$ cat config.mk
export PLATFORM = sky130hd
export DESIGN_NAME = baud_ctrl_flat
export DESIGN_NICKNAME = d
export VERILOG_FILES = /design/src/rtl/baud_ctrl_if.sv /design/src/rtl/baud_ctrl.sv /design/src/flat_wrapper.sv
export SDC_FILE = /design/constraint.sdc
export NUM_CORES = 1
export LEC_CHECK = 0
export CAP_MARGIN = 15
export CORE_ASPECT_RATIO = 1.25
export CORE_MARGIN = 1
export CORE_UTILIZATION = 46
export DETAILED_ROUTE_END_ITERATION = 12
export HOLD_SLACK_MARGIN = 0.03
export PLACE_DENSITY = 0.75
export SETUP_SLACK_MARGIN = 0.5
export SLEW_MARGIN = 20
export SYNTH_ARGS = -nofsm -noshare
export SYNTH_HDL_FRONTEND = slang
export SYNTH_SLANG_ARGS = --single-unit
$ cat constraint.sdc
create_clock -name clk -period 1.75 [get_ports clk]
set_clock_uncertainty 0.05 [all_clocks]
set_input_delay 0.35 -clock clk [delete_from_list [all_inputs] [get_ports clk]]
set_output_delay 0.35 -clock clk [all_outputs]
set_load 0.03 [all_outputs]
$ cat src/rtl/baud_ctrl_if.sv
// Host configuration, engine handshake and baud generator signals of the baud controller.
interface baud_ctrl_if #(
   parameter int unsigned DL_WIDTH  = 16,
   parameter int unsigned PSD_WIDTH = 4
);
   // Host register access
   logic                 dlab;
   logic                 cfg_wr;
   logic [1:0]           cfg_sel;
   logic [7:0]           cfg_wdata;
   // TX/RX engine handshake
   logic                 tx_req;
   logic                 rx_req;
   logic                 tx_busy;
   logic                 rx_busy;
   // Baud generator
   logic                 active;
   logic [DL_WIDTH-1:0]  divisor_latch;
   logic [PSD_WIDTH-1:0] psd;
   logic                 new_baud;
   // Grants and status
   logic                 enable_baud;
   logic                 enable_sample;
   logic                 cfg_pending;
   logic                 cfg_busy;
   logic                 cfg_err;

   // Environment side: host, engines and generator
   modport master (
      output dlab, cfg_wr, cfg_sel, cfg_wdata,
      output tx_req, rx_req, tx_busy, rx_busy, active,
      input  divisor_latch, psd, new_baud,
      input  enable_baud, enable_sample, cfg_pending, cfg_busy, cfg_err
   );

   // Controller side
   modport slave (
      input  dlab, cfg_wr, cfg_sel, cfg_wdata,
      input  tx_req, rx_req, tx_busy, rx_busy, active,
      output divisor_latch, psd, new_baud,
      output enable_baud, enable_sample, cfg_pending, cfg_busy, cfg_err
   );
endinterface

$ cat src/rtl/baud_ctrl.sv
// Baud configuration controller: stages divisor writes, commits them once TX/RX
// characters have drained, requests a generator recompute and gates tick enables.
module baud_ctrl #(
   parameter int unsigned DL_WIDTH    = 16,
   parameter int unsigned PSD_WIDTH   = 4,
   parameter int unsigned ACT_TIMEOUT = 64
) (
   input logic        clk,
   input logic        reset,
   baud_ctrl_if.slave bus
);

   localparam int unsigned CNT_W    = $clog2(ACT_TIMEOUT + 1);
   localparam int unsigned CNT_LAST = ACT_TIMEOUT - 1;

   localparam logic [1:0] SEL_DLL = 2'd0;
   localparam logic [1:0] SEL_DLM = 2'd1;
   localparam logic [1:0] SEL_PSD = 2'd2;

   typedef enum logic [2:0] {
      ST_RUN,
      ST_DRAIN,
      ST_LOAD,
      ST_SETTLE,
      ST_WAIT_ACT
   } state_t;

   state_t               state_q;
   logic [CNT_W-1:0]     cnt_q;
   logic [DL_WIDTH-1:0]  dl_stg_q;
   logic [PSD_WIDTH-1:0] psd_stg_q;
   logic [DL_WIDTH-1:0]  dl_q;
   logic [PSD_WIDTH-1:0] psd_q;
   logic                 pend_q;
   logic                 new_baud_q;
   logic                 en_baud_q;
   logic                 en_sample_q;
   logic                 busy_q;
   logic                 err_q;

   logic                 stage_wr;
   logic                 grant_ok;
   logic                 drained;

   // A host write only counts while the divisor latch is open and the target is real.
   assign stage_wr = bus.cfg_wr && bus.dlab && (bus.cfg_sel != 2'd3);
   // Ticks may flow only while the old divisors are still in force.
   assign grant_ok = (state_q == ST_RUN) || (state_q == ST_DRAIN);
   // Safe point to swap divisors: nothing in flight and the host has closed the latch.
   assign drained  = !bus.tx_busy && !bus.rx_busy && !bus.dlab;

   // Staged divisor bytes, writable in every state.
   always_ff @(posedge clk or posedge reset) begin
      if (reset) begin
         dl_stg_q  <= DL_WIDTH'(1);
         psd_stg_q <= '0;
      end else if (stage_wr) begin
         case (bus.cfg_sel)
            SEL_DLL: dl_stg_q[7:0]  <= bus.cfg_wdata;
            SEL_DLM: dl_stg_q[15:8] <= bus.cfg_wdata;
            SEL_PSD: psd_stg_q      <= bus.cfg_wdata[PSD_WIDTH-1:0];
            default: ;
         endcase
      end
   end

   // Pending flag: set by any staging write, cleared as LOAD retires unless refreshed then.
   always_ff @(posedge clk or posedge reset) begin
      if (reset) begin
         pend_q <= 1'b0;
      end else if (stage_wr) begin
         pend_q <= 1'b1;
      end else if (state_q == ST_LOAD) begin
         pend_q <= 1'b0;
      end
   end

   // Tick grants follow requests one cycle late, and only with a live generator.
   always_ff @(posedge clk or posedge reset) begin
      if (reset) begin
         en_baud_q   <= 1'b0;
         en_sample_q <= 1'b0;
      end else begin
         en_baud_q   <= grant_ok && bus.tx_req && bus.active;
         en_sample_q <= grant_ok && bus.rx_req && bus.active;
      end
   end

   // Commit sequencer: drain, load divisors, let the generator settle, wait for active.
   always_ff @(posedge clk or posedge reset) begin
      if (reset) begin
         state_q    <= ST_SETTLE;
         cnt_q      <= '0;
         dl_q       <= DL_WIDTH'(1);
         psd_q      <= '0;
         new_baud_q <= 1'b0;
         busy_q     <= 1'b1;
         err_q      <= 1'b0;
      end else begin
         new_baud_q <= 1'b0;
         case (state_q)
            ST_RUN: begin
               if (pend_q && !bus.dlab) begin
                  state_q <= ST_DRAIN;
                  busy_q  <= 1'b1;
               end
            end
            ST_DRAIN: begin
               if (drained) begin
                  state_q    <= ST_LOAD;
                  dl_q       <= dl_stg_q;
                  psd_q      <= psd_stg_q;
                  new_baud_q <= 1'b1;
               end
            end
            ST_LOAD: begin
               state_q <= ST_SETTLE;
            end
            ST_SETTLE: begin
               // active may still describe the old divisors here, so it is not looked at.
               cnt_q   <= '0;
               state_q <= ST_WAIT_ACT;
            end
            ST_WAIT_ACT: begin
               if (bus.active) begin
                  state_q <= ST_RUN;
                  busy_q  <= 1'b0;
                  err_q   <= 1'b0;
               end else if (cnt_q == CNT_W'(CNT_LAST)) begin
                  state_q <= ST_RUN;
                  busy_q  <= 1'b0;
                  err_q   <= 1'b1;
               end else begin
                  cnt_q <= cnt_q + CNT_W'(1);
               end
            end
            default: begin
               state_q <= ST_SETTLE;
               busy_q  <= 1'b1;
            end
         endcase
      end
   end

   // Output drive
   assign bus.divisor_latch = dl_q;
   assign bus.psd           = psd_q;
   assign bus.new_baud      = new_baud_q;
   assign bus.enable_baud   = en_baud_q;
   assign bus.enable_sample = en_sample_q;
   assign bus.cfg_pending   = pend_q;
   assign bus.cfg_busy      = busy_q;
   assign bus.cfg_err       = err_q;

endmodule

$ cat src/flat_wrapper.sv
// flat-port wrapper written by rule: the top's interface ports become plain ports
module baud_ctrl_flat 
#(
   parameter int unsigned DL_WIDTH    = 16,
   parameter int unsigned PSD_WIDTH   = 4,
   parameter int unsigned ACT_TIMEOUT = 64
)
  (clk, reset, bus_dlab, bus_cfg_wr, bus_cfg_sel, bus_cfg_wdata, bus_tx_req, bus_rx_req, bus_tx_busy, bus_rx_busy, bus_active, bus_divisor_latch, bus_psd, bus_new_baud, bus_enable_baud, bus_enable_sample, bus_cfg_pending, bus_cfg_busy, bus_cfg_err);
  baud_ctrl_if #(.DL_WIDTH(DL_WIDTH), .PSD_WIDTH(PSD_WIDTH)) bus_i ();
  input logic clk;
  input logic reset;
  input wire logic [$bits(bus_i.dlab)-1:0] bus_dlab;
  input wire logic [$bits(bus_i.cfg_wr)-1:0] bus_cfg_wr;
  input wire logic [$bits(bus_i.cfg_sel)-1:0] bus_cfg_sel;
  input wire logic [$bits(bus_i.cfg_wdata)-1:0] bus_cfg_wdata;
  input wire logic [$bits(bus_i.tx_req)-1:0] bus_tx_req;
  input wire logic [$bits(bus_i.rx_req)-1:0] bus_rx_req;
  input wire logic [$bits(bus_i.tx_busy)-1:0] bus_tx_busy;
  input wire logic [$bits(bus_i.rx_busy)-1:0] bus_rx_busy;
  input wire logic [$bits(bus_i.active)-1:0] bus_active;
  output wire logic [$bits(bus_i.divisor_latch)-1:0] bus_divisor_latch;
  output wire logic [$bits(bus_i.psd)-1:0] bus_psd;
  output wire logic [$bits(bus_i.new_baud)-1:0] bus_new_baud;
  output wire logic [$bits(bus_i.enable_baud)-1:0] bus_enable_baud;
  output wire logic [$bits(bus_i.enable_sample)-1:0] bus_enable_sample;
  output wire logic [$bits(bus_i.cfg_pending)-1:0] bus_cfg_pending;
  output wire logic [$bits(bus_i.cfg_busy)-1:0] bus_cfg_busy;
  output wire logic [$bits(bus_i.cfg_err)-1:0] bus_cfg_err;
  assign bus_i.dlab = bus_dlab;
  assign bus_i.cfg_wr = bus_cfg_wr;
  assign bus_i.cfg_sel = bus_cfg_sel;
  assign bus_i.cfg_wdata = bus_cfg_wdata;
  assign bus_i.tx_req = bus_tx_req;
  assign bus_i.rx_req = bus_rx_req;
  assign bus_i.tx_busy = bus_tx_busy;
  assign bus_i.rx_busy = bus_rx_busy;
  assign bus_i.active = bus_active;
  assign bus_divisor_latch = bus_i.divisor_latch;
  assign bus_psd = bus_i.psd;
  assign bus_new_baud = bus_i.new_baud;
  assign bus_enable_baud = bus_i.enable_baud;
  assign bus_enable_sample = bus_i.enable_sample;
  assign bus_cfg_pending = bus_i.cfg_pending;
  assign bus_cfg_busy = bus_i.cfg_busy;
  assign bus_cfg_err = bus_i.cfg_err;
  baud_ctrl #(.DL_WIDTH(DL_WIDTH), .PSD_WIDTH(PSD_WIDTH), .ACT_TIMEOUT(ACT_TIMEOUT)) u_core (.clk(clk), .reset(reset), .bus(bus_i));
endmodule
==> results <==
## what timing repair did
| item | in CTS | in global routing |
|---|---|---|
| gates resized for setup | 202 | 18 |
| setup endpoints to repair | 76 | 68 |
| setup buffers | 26 | 10 |
| gates cloned | 0 | 3 |
| pin swaps | 7 | 7 |
## logic make-up (layout without fill, tap and decap cells)
family	count (synthesis)	after routing
AOI/OAI and AO/OA	21	21
adders and majority gates	1	1
buffers and inverters	11	108
DFF	56	56
muxes	43	43
and+or+nand+nor	38	38
## metal layers
metal	GRT usage	vias to the layer above	routed length (um)
met4	0.0587	0	55
met5	0	-	0
met3	0.0444	7	157
li1	-	790	-
met1	0.249	884	2220
met2	0.402	43	3320
## critical path, stage by stage (launching register included)
cell and delay (ps):
dfstp_2 670, nand3_4 170, clkbuf_16 210, mux2_4 300
## power groups by stage
stage / combinational [mW] / sequential [mW] / clock (mW)
4_1_cts: 2.49 / 2.07 / 0.715
3_5_place_dp: 2.04 / 2.08 / 0
6_report: 2.71 / 2.10 / 0.703
3_3_place_gp: 2.00 / 2.05 / 0
5_1_grt: 2.85 / 2.15 / 0.769
2_1_floorplan: 0.878 / 2.48 / 0
## layout by cell type, fill, tap and decap left out, drive strengths merged
master,n
a21oi,6
o31ai,1
nand4,1
nor3,5
and3,2
and2,2
clkbuf,11
a21boi,1
nor2,10
buf,74
inv,5
dfstp,5
o2bb2ai,2
o21a,1
nor4,1
clkinvlp,2
a21o,1
clkinv,1
nand3,4
o21ai,8
nand2,10
ha,1
a31oi,1
nor4b,1
dlymetal6s2s,2
dlygate4sd2,1
clkdlybuf4s15,1
dfrtp,51
mux2i,3
mux2,40
clkdlybuf4s50,11
nand3b,1
or4b,1
## Yosys cell counts (all sizes together)
library cell	n
nor2	10
and2	2
ha	1
o2bb2ai	2
mux2	40
nor4	1
nand3	4
nor4b	1
o21ai	8
nand4	1
inv	6
a21boi	1
o21a	1
nand2	10
dfrtp	51
nor3	5
dfstp	5
or4b	1
mux2i	3
and3	2
a21oi	6
nand3b	1
buf	4
o31ai	1
a31oi	1
clkbuf	1
a21o	1
## how the worst min path moves through the flow
stage	start	slack (ps)	cells past startpoint	endpoint
floorplan	reset	380	1	u_core.bus.cfg_err
global placement	u_core.dl_stg_q[12]	430	1	u_core.dl_stg_q[12]
CTS	reset	330	2	u_core.state_q[2]
global route	reset	350	2	u_core.state_q[2]
finish	reset	330	2	u_core.bus.cfg_pending
detailed placement	u_core.dl_stg_q[13]	440	1	u_core.dl_stg_q[13]
## flip-flops by register name, summed over array words and instances, names as in the netlist, 3 cells and up
register / cells
u_core.bus.psd: 4
u_core.state_q: 3
u_core.bus.divisor_latch: 16
u_core.psd_stg_q: 4
u_core.cnt_q: 7
u_core.dl_stg_q: 16
## final cells by class
| cell class | instances | area [um^2] | share of cell area |
|---|---|---|---|
| Timing Repair Buffer | 94 | 925 | 0.257 |
| Inverter | 6 | 28.8 | 0.00799 |
| Multi-Input combinational cell | 103 | 1070 | 0.298 |
| Sequential cell | 56 | 1410 | 0.392 |
| Clock buffer | 6 | 72.6 | 0.0202 |
| Tap cell | 60 | 75.1 | 0.0208 |
| Clock inverter | 2 | 16.3 | 0.00452 |
## through the flow
step	area, um^2	cells
4_1_cts	3440	314
3_5_place_dp	3090	280
3_3_place_gp	3090	280
5_1_grt	3600	327
6_report	3600	327
2_1_floorplan	2510	170
==> impl_metrics.ini <==
[placement]
numPortBuffers = 44
place_hpwl_mm = 3.47
gp_weighted_congestion = 0.808
place_worst_setup_slack_ps = -171

[yosys]
ys.warnings.count = 0
area_fraction_in_compound_gates_after_synthesis = 0.0605
ys_ff_latch = 56
synth_cell_types = 36
synthDominantCellAreaShare = 0.546
synthesis.nets = 190
synth.top_cells.by_area = dfrtp_1, mux2_2, mux2_1
netlist_area_um2 = 2340
post_synth_and_or_nand_nor_area_fraction = 0.0991
synth.largest_area_cell = dfrtp_1
synth_adder_area_share = 0.00536
synth_area_in_xor_xnor = 0
ys_seq_area_frac = 0.603
synth_top_family_by_area = multiplexers
synthesis.instances = 170
postSynthAreaPerCell_um2 = 13.7
synthMuxAreaShare = 0.206

[power_and_ir_drop]
power.share.switching = 0.353
cellInternalPower_mw = 3.57
totalPowerFinal_mw = 5.51
power_frac_seq = 0.382
leakagePower_nw = 1.74
combPwrFrac = 0.491
vdd.ir_drop.worst_mv = 0.802
switching_component_of_the_power_mw = 1.94
power.density_nw_per_um2 = 1530
clock_power_share = 0.128

[worst_hold_path]
holdCritPathClass = input pin to asynchronous set/reset pin

[clock_tree]
cts_hold_buf = 0
cts_root_buffer = clkbuf_8
worstSkewPairLatency_ps = 310
path_clk_slew_ps = 100
cts_tree = built
htreeDepth = 2
cts_buffer_depth = 2
tritoncts.num_buffers = 5
clock_sink_count = 56

[worst_setup_path]
timing.critical_path.from = u_core.state_q[0]
cp.required_ps = 1900
worstReg2RegEnd = u_core.bus.divisor_latch[4]
r2r-start = u_core.state_q[0]
rr_worst_depth = 3
end_kind = register
start_kind = register
critical_path_class = register to register
crit_end = u_core.bus.divisor_latch[4]
cp.arrival_ps = 1650
critPathMaxFanout = 8
r2r_slack_ps = 250

[timing]
achievable_frequency_mhz = 666
setup-tns-final_ps = 0
report.final.slew_viol_count = 0
worst_slack_ps = 249
worst_slew_pin_slew_ps = 406
finalCritPeriodShare = 0.857
max_slew_margin = 0.729
hold_viol = 0
fin_hold_ws_ps = 327
unrepaired_setup_endpoints_after_global_routing = true
final_setup_violations = 0
layout_min_cycle_time_ps = 1500

[floorplanning]
initial_core_util = 0.487
num_io_pins = 45
die_area_um2 = 5370
die-height_um = 81.7
floorplan_core_area_um2 = 4800
die-width_um = 65.7
placementRows = 28

[global_route]
largest_net_degree_at_the_start_of_global_routing = 22
global_route_wire_length_before_repair_mm = 8.51
grt_antenna_before_repair = 0
track_usage = 0.216
via_count_of_the_first_global_routing_pass = 1729
grt-ovfl-total = 0

[route]
drc = 0
drt_first_pass_iters = 4
antenna_left = 0
wire_length_per_cell_after_detailed_routing_um = 17.6
wl_mm = 5.76
initialDrtViolationCount = 91
route.vias.total = 1724
routed_via_density = 5.27

[layout]
fin_util = 0.750
antenna_cells_inserted = 0
post_route_cells_drive_above_1_share = 0.584
num-fill-cells = 285
flow.area_growth_from_synthesis_pct = 54.2
fin_nets = 286

[run_status]
run_status = completed

[run]
drv_cap = 0
(Power assumes the default switching activity.)
